## src/rtl/swan_pkg.sv

```systemverilog
// Shared types and constants for the SWAN multi-cycle vartheta column rotation.
// Holds the FSM states, the default rotation amounts and the step-count helpers.
package swan_pkg;

   typedef enum logic [1:0] {
      IDLE,
      SHIFT,
      DONE
   } swanState_e;

   function automatic int colSize(input int sideSize);
      return sideSize / 4;
   endfunction

   function automatic int defaultPa(input int blockSize);
      return 1;
   endfunction

   function automatic int defaultPb(input int blockSize);
      case (blockSize)
         64:      return 3;
         128:     return 5;
         default: return 9;
      endcase
   endfunction

   function automatic int defaultPc(input int blockSize);
      case (blockSize)
         64:      return 5;
         128:     return 11;
         default: return 19;
      endcase
   endfunction

   // Number of shift cycles: the largest rotation split into STEP-sized pieces.
   function automatic int calcNs(input int pa, input int pb, input int pc, input int step);
      int m;
      m = pa;
      if (pb > m) m = pb;
      if (pc > m) m = pc;
      return (m + step - 1) / step;
   endfunction

   function automatic int subStep(input int p, input int k, input int step);
      int rem;
      rem = p - k * step;
      if (rem < 0) rem = 0;
      if (rem > step) rem = step;
      return rem;
   endfunction

endpackage

```

## src/rtl/swan_col_rot.sv

```systemverilog
// Combinational rotator for one column; amount 0..STEP.
// dir_i=0 moves bits toward higher index, dir_i=1 toward lower index.
module swan_col_rot #(
   parameter int W     = 32,
   parameter int AMT_W = 3
) (
   input  logic [0:W-1]       data_i,
   input  logic [AMT_W-1:0]   amt_i,
   input  logic               dir_i,
   output logic [0:W-1]       data_o
);

   logic [2*W-1:0] dbl;

   // Index 0 is the numeric MSB, so toward-higher-index is a numeric right rotate.
   assign dbl    = {data_i, data_i};
   assign data_o = dir_i ? W'((dbl << amt_i) >> W) : W'(dbl >> amt_i);

endmodule

```

## src/rtl/swan_vartheta_seq.sv

```systemverilog
// Multi-cycle SWAN vartheta: rotates three columns of a half-state STEP bits per clock.
// Define SWAN_VARTHETA_INV_EN to honour the inv port (inverse rotation for decryption).
module swan_vartheta_seq
   import swan_pkg::*;
#(
   parameter int BLOCK_SIZE  = 256,
   parameter int SIDE_SIZE   = BLOCK_SIZE / 2,
   parameter int COLUMN_SIZE = colSize(SIDE_SIZE),
   parameter int PA          = defaultPa(BLOCK_SIZE),
   parameter int PB          = defaultPb(BLOCK_SIZE),
   parameter int PC          = defaultPc(BLOCK_SIZE),
   parameter int STEP        = 4
) (
   input  logic                 clk,
   input  logic                 rst,
   input  logic                 in_valid,
   output logic                 in_ready,
   input  logic                 inv,
   input  logic [0:SIDE_SIZE-1] x,
   output logic                 out_valid,
   input  logic                 out_ready,
   output logic [0:SIDE_SIZE-1] y
);

   localparam int NS    = calcNs(PA, PB, PC, STEP);
   localparam int AMT_W = $clog2(STEP + 1);
   localparam int CNT_W = $clog2(COLUMN_SIZE + 1);
   localparam logic [CNT_W-1:0] LAST_CNT = (NS == 0) ? '0 : CNT_W'(NS - 1);

   swanState_e             stateQ, stateD;
   logic [0:SIDE_SIZE-1]   dataQ, dataD, rotData;
   logic [CNT_W-1:0]       cntQ, cntD;
   logic                   dirBit;

`ifdef SWAN_VARTHETA_INV_EN
   logic invQ, invD;
   assign dirBit = invQ;
`else
   logic unusedInv;
   assign unusedInv = inv;
   assign dirBit    = 1'b0;
`endif

   // Column 0 takes PC, column 1 PB, column 2 PA; column 3 is never rotated.
   for (genvar c = 0; c < 3; c++) begin : g_col
      localparam int P = (c == 0) ? PC : (c == 1) ? PB : PA;
      logic [AMT_W-1:0] amt;
      assign amt = AMT_W'(subStep(P, int'(cntQ), STEP));
      swan_col_rot #(
         .W     (COLUMN_SIZE),
         .AMT_W (AMT_W)
      ) u_rot (
         .data_i (dataQ[c*COLUMN_SIZE +: COLUMN_SIZE]),
         .amt_i  (amt),
         .dir_i  (dirBit),
         .data_o (rotData[c*COLUMN_SIZE +: COLUMN_SIZE])
      );
   end
   assign rotData[3*COLUMN_SIZE +: COLUMN_SIZE] = dataQ[3*COLUMN_SIZE +: COLUMN_SIZE];

   always_comb begin
      stateD    = stateQ;
      dataD     = dataQ;
      cntD      = cntQ;
      in_ready  = (stateQ == IDLE);
      out_valid = (stateQ == DONE);
`ifdef SWAN_VARTHETA_INV_EN
      invD      = invQ;
`endif
      case (stateQ)
         IDLE: begin
            if (in_valid) begin
               dataD  = x;
               cntD   = '0;
`ifdef SWAN_VARTHETA_INV_EN
               invD   = inv;
`endif
               stateD = (NS == 0) ? DONE : SHIFT;
            end
         end
         SHIFT: begin
            dataD = rotData;
            cntD  = cntQ + 1'b1;
            if (cntQ == LAST_CNT) stateD = DONE;
         end
         DONE: begin
            if (out_ready) stateD = IDLE;
         end
         default: stateD = IDLE;
      endcase
   end

   always_ff @(posedge clk) begin
      if (rst) begin
         stateQ <= IDLE;
         dataQ  <= '0;
         cntQ   <= '0;
      end else begin
         stateQ <= stateD;
         dataQ  <= dataD;
         cntQ   <= cntD;
      end
   end

`ifdef SWAN_VARTHETA_INV_EN
   always_ff @(posedge clk) begin
      if (rst) invQ <= 1'b0;
      else     invQ <= invD;
   end
`endif

   assign y = dataQ;

endmodule

```

## config.mk

```make
export PLATFORM = sky130hd
export DESIGN_NAME = swan_vartheta_seq
export DESIGN_NICKNAME = d
export VERILOG_FILES = /design/src/rtl/swan_pkg.sv /design/src/rtl/swan_col_rot.sv /design/src/rtl/swan_vartheta_seq.sv
export SDC_FILE = /design/constraint.sdc
export NUM_CORES = 1
export LEC_CHECK = 0
export ABC_CLOCK_PERIOD_IN_PS = 5100
export CAP_MARGIN = 40
export CORE_MARGIN = 4
export CORE_UTILIZATION = 50
export CTS_BUF_LIST = sky130_fd_sc_hd__clkbuf_4 sky130_fd_sc_hd__clkbuf_8
export DETAILED_ROUTE_END_ITERATION = 16
export PLACE_DENSITY = 0.9
export SETUP_SLACK_MARGIN = 0.4
export SLEW_MARGIN = 20
export SYNTH_ARGS = -nofsm -noshare
export SYNTH_HDL_FRONTEND = slang
export SYNTH_SLANG_ARGS = --single-unit
export TNS_END_PERCENT = 5
```

## constraint.sdc

```tcl
create_clock -name clk -period 5.1 [get_ports clk]
set_input_delay 0.765 -clock clk [delete_from_list [all_inputs] [get_ports clk]]
set_output_delay 0.765 -clock clk [all_outputs]
set_load 0.05 [all_outputs]
```

==> summary.txt, run 1 <==
Status
  – Status: finished, final reports clean

Timing
  – Fin. Hold Viols: 0
  – Crit path time final: 3.141 ns
  – Setup_tns: 0 ns
  – Worst Clk Skew: 0.01164 ns
  – Slew headroom: a little over half
  – Final period util: 61.60%
  – Final Slew Violations: 0
  – F_max: around 320 MHz
  – RSZ-0062 raised after global routing: false
  – Final setup fails: 0
  – Final WS setup: 1.959 ns
  – Actual slew at the worst max-slew pin: approximately 0.71 ns

Placed design
  – Placed cell area: ~11000 µm²
  – Hpwl dp: 17980 µm
  – Port Buffer Count: 261
  – Inst Count DP: ~1.5k
  – Pre-CTS setup slack: 1.784 ns
  – Placer Congestion: 0.8505

Global routing
  – Gr usage total: ~28%
  – Overflow after GRT: 0
  – Vias in the first global route: 8135
  – GR Util met2: a little under half
  – M3 GR Usage: 6.039%
  – Global routing's busiest layer: met2
  – Largest net degree at the start of global routing: 65
  – Initial antenna violation count: 0
  – First-pass GRT wire length: roughly 42000 µm
  – Grt met1 use: 36.17%

Cells and area
  – Ant. Diodes: 0
  – Nets: 1400
  – Final std cells w/o fill: 1488
  – Area delta synth->final: 38.92%
  – Most frequent cells in the layout: 260 x clkdlybuf4s50_1, 165 x nor2_1, 152 x nand2_1, 136 x dfxtp_1, 106 x a21oi_1
  – Finished Cell Area: 11070 µm²
  – Commonest non-fill, non-tap cell in the layout: clkdlybuf4s50_1
  – Share of layout cells above drive strength 1: 10.42%

Route
  – Antenna-violating nets left: 0
  – Drc violations: 0
  – Initial drt markers: 786
  – Via count: 8790
  – Vias per cell: 5.907
  – Drt first pass iters: 5
  – Routed len/inst: between 15 and 20 µm
  – WL final: 26670 µm

Synthesis
  – Sequential fraction of the synthesis area: 34.18%
  – Yosys top cell by area: dfxtp_1
  – Ys Warns: 0
  – Number of synthesized flops with an enable pin: 0
  – Synth Flop Type: dfxtp_1
  – Post-Syn Instances: 1061
  – Post-synth top area share: 34.18%
  – Synth async-reset ratio: 0%
  – Syn_nets: 1197
  – Synth cell types: between 40 and 50
  – Netlist Area Pre-Place: approximately 8000 µm²
  – Syn avg cell area: roughly 7.5 µm²
  – Synth Register Bits: 136
  – Synth top area cells: dfxtp_1 34%, nor2_1 7.8%, nand2_1 7.2%

Clock tree
  – TritonCTS Sinks: 136
  – CTS Hold Buffers Added: 0
  – CTS tree: built
  – TritonCTS Buffers: 17
  – Post-CTS Resized: 0
  – # Post-CTS Setup Buffers: 0
  – Clock-pin slew on the worst setup and hold paths: about 0.08 ns
  – CTS root buffer: clkbuf_8
  – H-tree levels: 4
  – Later-pin clock latency in the skew report: 0.45 ns
  – Max clock buf depth: 2

Floorplanning
  – Row count: 45
  – Die Y: about 130 µm
  – Starting density of the core: 51.64%
  – Die W: ~130 µm
  – Core Region: about 15000 µm²
  – IO Pins: 263
  – Die area: 18020 µm²

Critical path
  – CP Capture Type: output port
  – Setup crit start kind: flip-flop
  – Critical path type: flip-flop to output port
  – Crit Path Max Fanout: 34
  – CP required: approximately 4.3 ns
  – CP arrival: roughly 2.4 ns

Power and ir drop
  – Worst ir drop on vdd: 190.9 µV
  – Sequential Power Share: approximately two fifths
  – Sw Ratio: between 30% and 40%
  – Cell internal pwr: 2.066 mW
  – P_leak: between 4 and 5 nW
  – Comb power frac: 34.3%
  – Switching power: 1.244 mW
  – Clock share of power: 27.3%
  – Pwr Density: 299.1 nW/µm²

Hold path
  – Worst hold-check path type: flip-flop to flip-flop

Flow run
  – Max Cap Viol: 0
-- Yosys cell counts, types with 3 or more instances --
cell type	n
ha_1	3
a31oi_1	3
o211a_1	4
nor4b_1	4
o21ai_0	91
a2111oi_2	9
o22a_1	3
nand2b_1	6
mux2_2	28
dfxtp_1	136
o221ai_1	29
a22oi_1	6
buf_1	10
o21ba_2	26
mux2i_1	32
a21oi_2	3
nor2_1	166
a21oi_1	106
o21ba_1	3
nand3_1	9
buf_6	6
inv_1	8
a211oi_1	23
o21a_1	4
o22ai_1	33
a311oi_1	24
clkbuf_1	73
nor2b_1	32
buf_2	9
nand2_1	152
-- worst paths after layout --
kind,start,end,slack (ns),cells past startpoint
hold reg to reg,y[107],y[107],0.46,2
setup reg to reg,stateQ[1],y[7],2.37,6
setup / recovery,stateQ[1],in_ready,1.96,3
hold / removal,y[107],y[107],0.46,2
-- routing by layer --
| layer | vias to the layer above | share of wire (%) |
|---|---|---|
| met5 | - | 0 |
| met4 | 0 | 2.7 |
| met3 | 58 | 8.5 |
| met2 | 443 | 48 |
| met1 | 4113 | 41 |
| li1 | 4176 | - |
-- cell type report --
class / count / area (µm²)
Timing Repair Buffer: 284 / 2850
Clock buffer: 20 / 269.0
Multi-Input combinational cell: 817 / 4805
Sequential cell: 136 / 2723
Fill cell: 1244 / 4360
Clock inverter: 12 / 126.4
Tap cell: 211 / 264.0
Inverter: 8 / 30.03
-- registers in the layout, indices dropped and copies added, names as in the netlist --
register  flops
cntQ          6
stateQ        2
y           128
-- power groups by stage --
stage / Clock (mW) / Sequential (mW) / Combinational, mW
global placement: 0 / 1.29 / 1.09
CTS: 0.905 / 1.27 / 1.13
floorplan: 0 / 1.57 / 0.437
detailed placement: 0 / 1.29 / 1.13
global route: 0.951 / 1.29 / 1.21
finish: 0.902 / 1.27 / 1.13
-- critical path, cell delays in order (launching register included) --
cell	delay, ns
dfxtp_1	0.66
buf_4	0.45
nor2_1	0.07
clkdlybuf4s50_1	0.73
-- kinds of logic (layout without fill, tap and decap cells) --
kind of cell / count (synthesis) / in the layout / synth area share, %
muxes: 60 / 60 / 7.979
buffers and inverters: 108 / 324 / 5.827
DFF: 136 / 136 / 34.18
xor gates and xnor gates: 1 / 1 / 0.1100
and+or+nand+nor: 380 / 380 / 20.10
AOI/OAI and AO/OA: 373 / 373 / 31.33
adders and majority gates: 3 / 3 / 0.4712
-- metrics by stage --
stage	hold slack (ns)	util (%)	total power, mW
after floorplan	0.4895	-	2.003
after detailed placement	0.4474	69.17	2.419
after global placement	0.4410	68.44	2.379
final	0.4554	71.74	3.310
after global routing	0.4740	71.74	3.445
after CTS	0.4563	71.74	3.306
No activity file was read; power rests on OpenSTA's default activity.
==> inputs of run 2 (changes only) <==
- ABC_CLOCK_PERIOD_IN_PS: 5100 -> 3300
- CORE_UTILIZATION: 50 -> 48
- PLACE_DENSITY: 0.9 -> 0.87
- clock period: 5.1 -> 3.3 ns (I/O delays scaled with it)
==> summary.txt, run 2 (synthesis results as in run 1) <==
Floorplanning
  – Die Y: 136.8 µm (+1.9%)
  – Die area: 18720 µm² (+3.9%)
  – Core Region: 16060 µm² (+4.1%)
  – Row count: 46 (+2.2%)
  – Starting density of the core: 49.61% (-2.0 points)
  – IO Pins: 263 (unchanged)
  – Die W: 136.8 µm (+1.9%)

Timing
  – Final setup fails: 0 (unchanged)
  – RSZ-0062 raised after global routing: false
  – Setup_tns: 0 ns (unchanged)
  – Fin. Hold Viols: 0 (unchanged)
  – Final period util: roughly 84%
  – Final WS setup: 0.5372 ns (-1.421 ns)
  – Worst Clk Skew: 0.01591 ns (+0.004274 ns)
  – Slew headroom: 46.08% (-6.7 points)
  – F_max: 362.0 MHz
  – Actual slew at the worst max-slew pin: 0.8088 ns (+0.1003 ns)
  – Crit path time final: 2.763 ns
  – Final Slew Violations: 0 (unchanged)

Clock tree
  – # Post-CTS Setup Buffers: 0 (unchanged)
  – TritonCTS Sinks: 136 (unchanged)
  – Max clock buf depth: 2 (unchanged)
  – Clock-pin slew on the worst setup and hold paths: 0.08 ns (about the same)
  – Later-pin clock latency in the skew report: 0.45 ns (about the same)
  – CTS root buffer: clkbuf_8
  – Post-CTS Resized: 0 (unchanged)
  – H-tree levels: 4 (unchanged)
  – CTS tree: built
  – TritonCTS Buffers: 17 (unchanged)
  – CTS Hold Buffers Added: 0 (unchanged)

Power and ir drop
  – Worst ir drop on vdd: 229.0 µV (+20%)
  – P_leak: 4.212 nW (+0.69%)
  – Comb power frac: 33.2% (-1.1 points)
  – Cell internal pwr: 3.296 mW (+60%)
  – Pwr Density: 473.4 nW/µm² (+58%)
  – Clock share of power: 29.3% (+2.0 points)
  – Power, Total: 5.252 mW (+59%)
  – Switching power: 1.955 mW (+57%)
  – Sequential Power Share: 37.4% (-1.1 points)
  – Sw Ratio: 37.23% (-0.34 points)

Cells and area
  – Most frequent cells in the layout: 259 x clkdlybuf4s50_1, 165 x nor2_1, 152 x nand2_1, 136 x dfxtp_1, 106 x a21oi_1
  – Final std cells w/o fill: 1496 (+0.54%)
  – Number of flip-flops in the largest register: 128 (unchanged)
  – Share of layout cells above drive strength 1: 10.70% (+0.29 points)
  – Commonest non-fill, non-tap cell in the layout: clkdlybuf4s50_1
  – Nets: 1404 (+0.29%)
  – Area delta synth->final: 39.27%
  – Ant. Diodes: 0 (unchanged)

Critical path
  – Worst Reg-to-Reg Cells: 8 (+2)
  – CP top delay family: buffers and inverters
  – Setup crit start kind: flip-flop
  – Highest-delay cell along the critical path: clkdlybuf4s50_1
  – Crit path depth: 3 (unchanged)
  – Crit Path Max Fanout: 13 (-62%)
  – CP arrival: 2.27 ns (-0.11 ns)
  – Crit-path max cell delay: 0.76 ns (+0.03 ns)
  – Critical path type: flip-flop to output port
  – CP Capture Type: output port
  – CP required: 2.80 ns (-1.54 ns)
  – Buffer and inverter count on the worst path: 2 (unchanged)
  – CP Cell Sequence: buf_4 -> nor2_1 -> clkdlybuf4s50_1

Hold path
  – Worst hold-check path type: flip-flop to flip-flop
  – WHS Path Cells: 2 (unchanged)

Flow run
  – Max Cap Viol: 0 (unchanged)

Global routing
  – Gr usage total: 27.22% (-0.56 points)
  – Largest net degree at the start of global routing: 80 (+23%)
  – Initial antenna violation count: 0 (unchanged)
  – Overflow after GRT: 0 (unchanged)
  – Vias in the first global route: 8169 (+0.42%)
  – First-pass GRT wire length: 41770 µm (+0.37%)

Route
  – WL final: 26670 µm (about the same)
  – Antenna-violating nets left: 0 (unchanged)
  – Routed len/inst: 17.82 µm (-0.57%)
  – Via count: 8712 (-0.89%)
  – Initial drt markers: 586 (-25%)
  – Drc violations: 0 (unchanged)
  – Vias per cell: 5.824 (-1.4%)
  – Drt first pass iters: 5 (unchanged)

Placed design
  – Hpwl dp: 17820 µm (-0.89%)
  – Inst Count DP: 1465 (+0.62%)
  – Placer Congestion: 0.8450 (-0.65%)
  – Pre-CTS setup slack: 0.6631 ns (-1.121 ns)
  – Port Buffer Count: 261 (unchanged)

Status
  – Status: finished, final reports clean
-- run 2: cell types whose count changed in the layout (fill, tap and decap cells not counted), sizes merged --
cell,delta
inv,+3
buf,+5
clkinvlp,-3
clkdlybuf4s50,-1
bufinv,+2
clkbuf,-3
-- run 2: per-stage QoR --
step | area [µm²] | hold slack, ns | utilization [%]
final | 11090 | 0.4566 | 69.09
after detailed placement | 10660 | 0.4455 | 66.40
after CTS | 11090 | 0.4567 | 69.09
after global routing | 11090 | 0.4780 | 69.09
after floorplan | 7966 | 0.4895 | -
after global placement | 10660 | 0.4410 | 66.40
-- run 2: path summary, 6_finish.rpt --
| check | startpoint | to | slack (ns) |
|---|---|---|---|
| setup / recovery | stateQ[1] | in_ready | 0.54 |
| hold / removal | y[127] | y[127] | 0.46 |
| setup reg to reg | cntQ[0] | y[61] | 0.93 |
| hold reg to reg | y[127] | y[127] | 0.46 |
-- run 2: power groups by stage --
stage / sequential, mW / clock, mW / combinational, mW
2_1_floorplan: 2.42 / 0 / 0.675
3_3_place_gp: 1.99 / 0 / 1.71
3_5_place_dp: 2.00 / 0 / 1.73
4_1_cts: 1.96 / 1.56 / 1.74
5_1_grt: 1.99 / 1.62 / 1.86
6_report: 1.97 / 1.54 / 1.75
-- run 2: layout make-up --
type / instances / area [µm²]
clock buffers: 17 / 234.0
multi-input cells: 817 / 4805
flip-flops and latches: 136 / 2723
inverters: 8 / 30.03
repair buffers: 288 / 2835
well taps: 216 / 270.3
clock inverters: 14 / 197.7
fillers: 1303 / 4964
-- run 2: worst register-to-register path: stages, from the launching register on --
cell      delay, ns
dfxtp_1        0.45
inv_1          0.12
ha_1           0.36
nand2b_2       0.42
buf_12         0.25
mux2i_1        0.20
nor2_1         0.05
a211oi_1       0.26
a311oi_1       0.10
-- run 2: layer usage --
layer | up-vias | wire, µm | track usage (%)
met3 | 47 | 2300 | 5.846
met4 | 0 | 616 | 8.814
li1 | 4187 | - | -
met2 | 414 | 12880 | 45.51
met5 | - | 0 | 0
met1 | 4064 | 10870 | 35.07
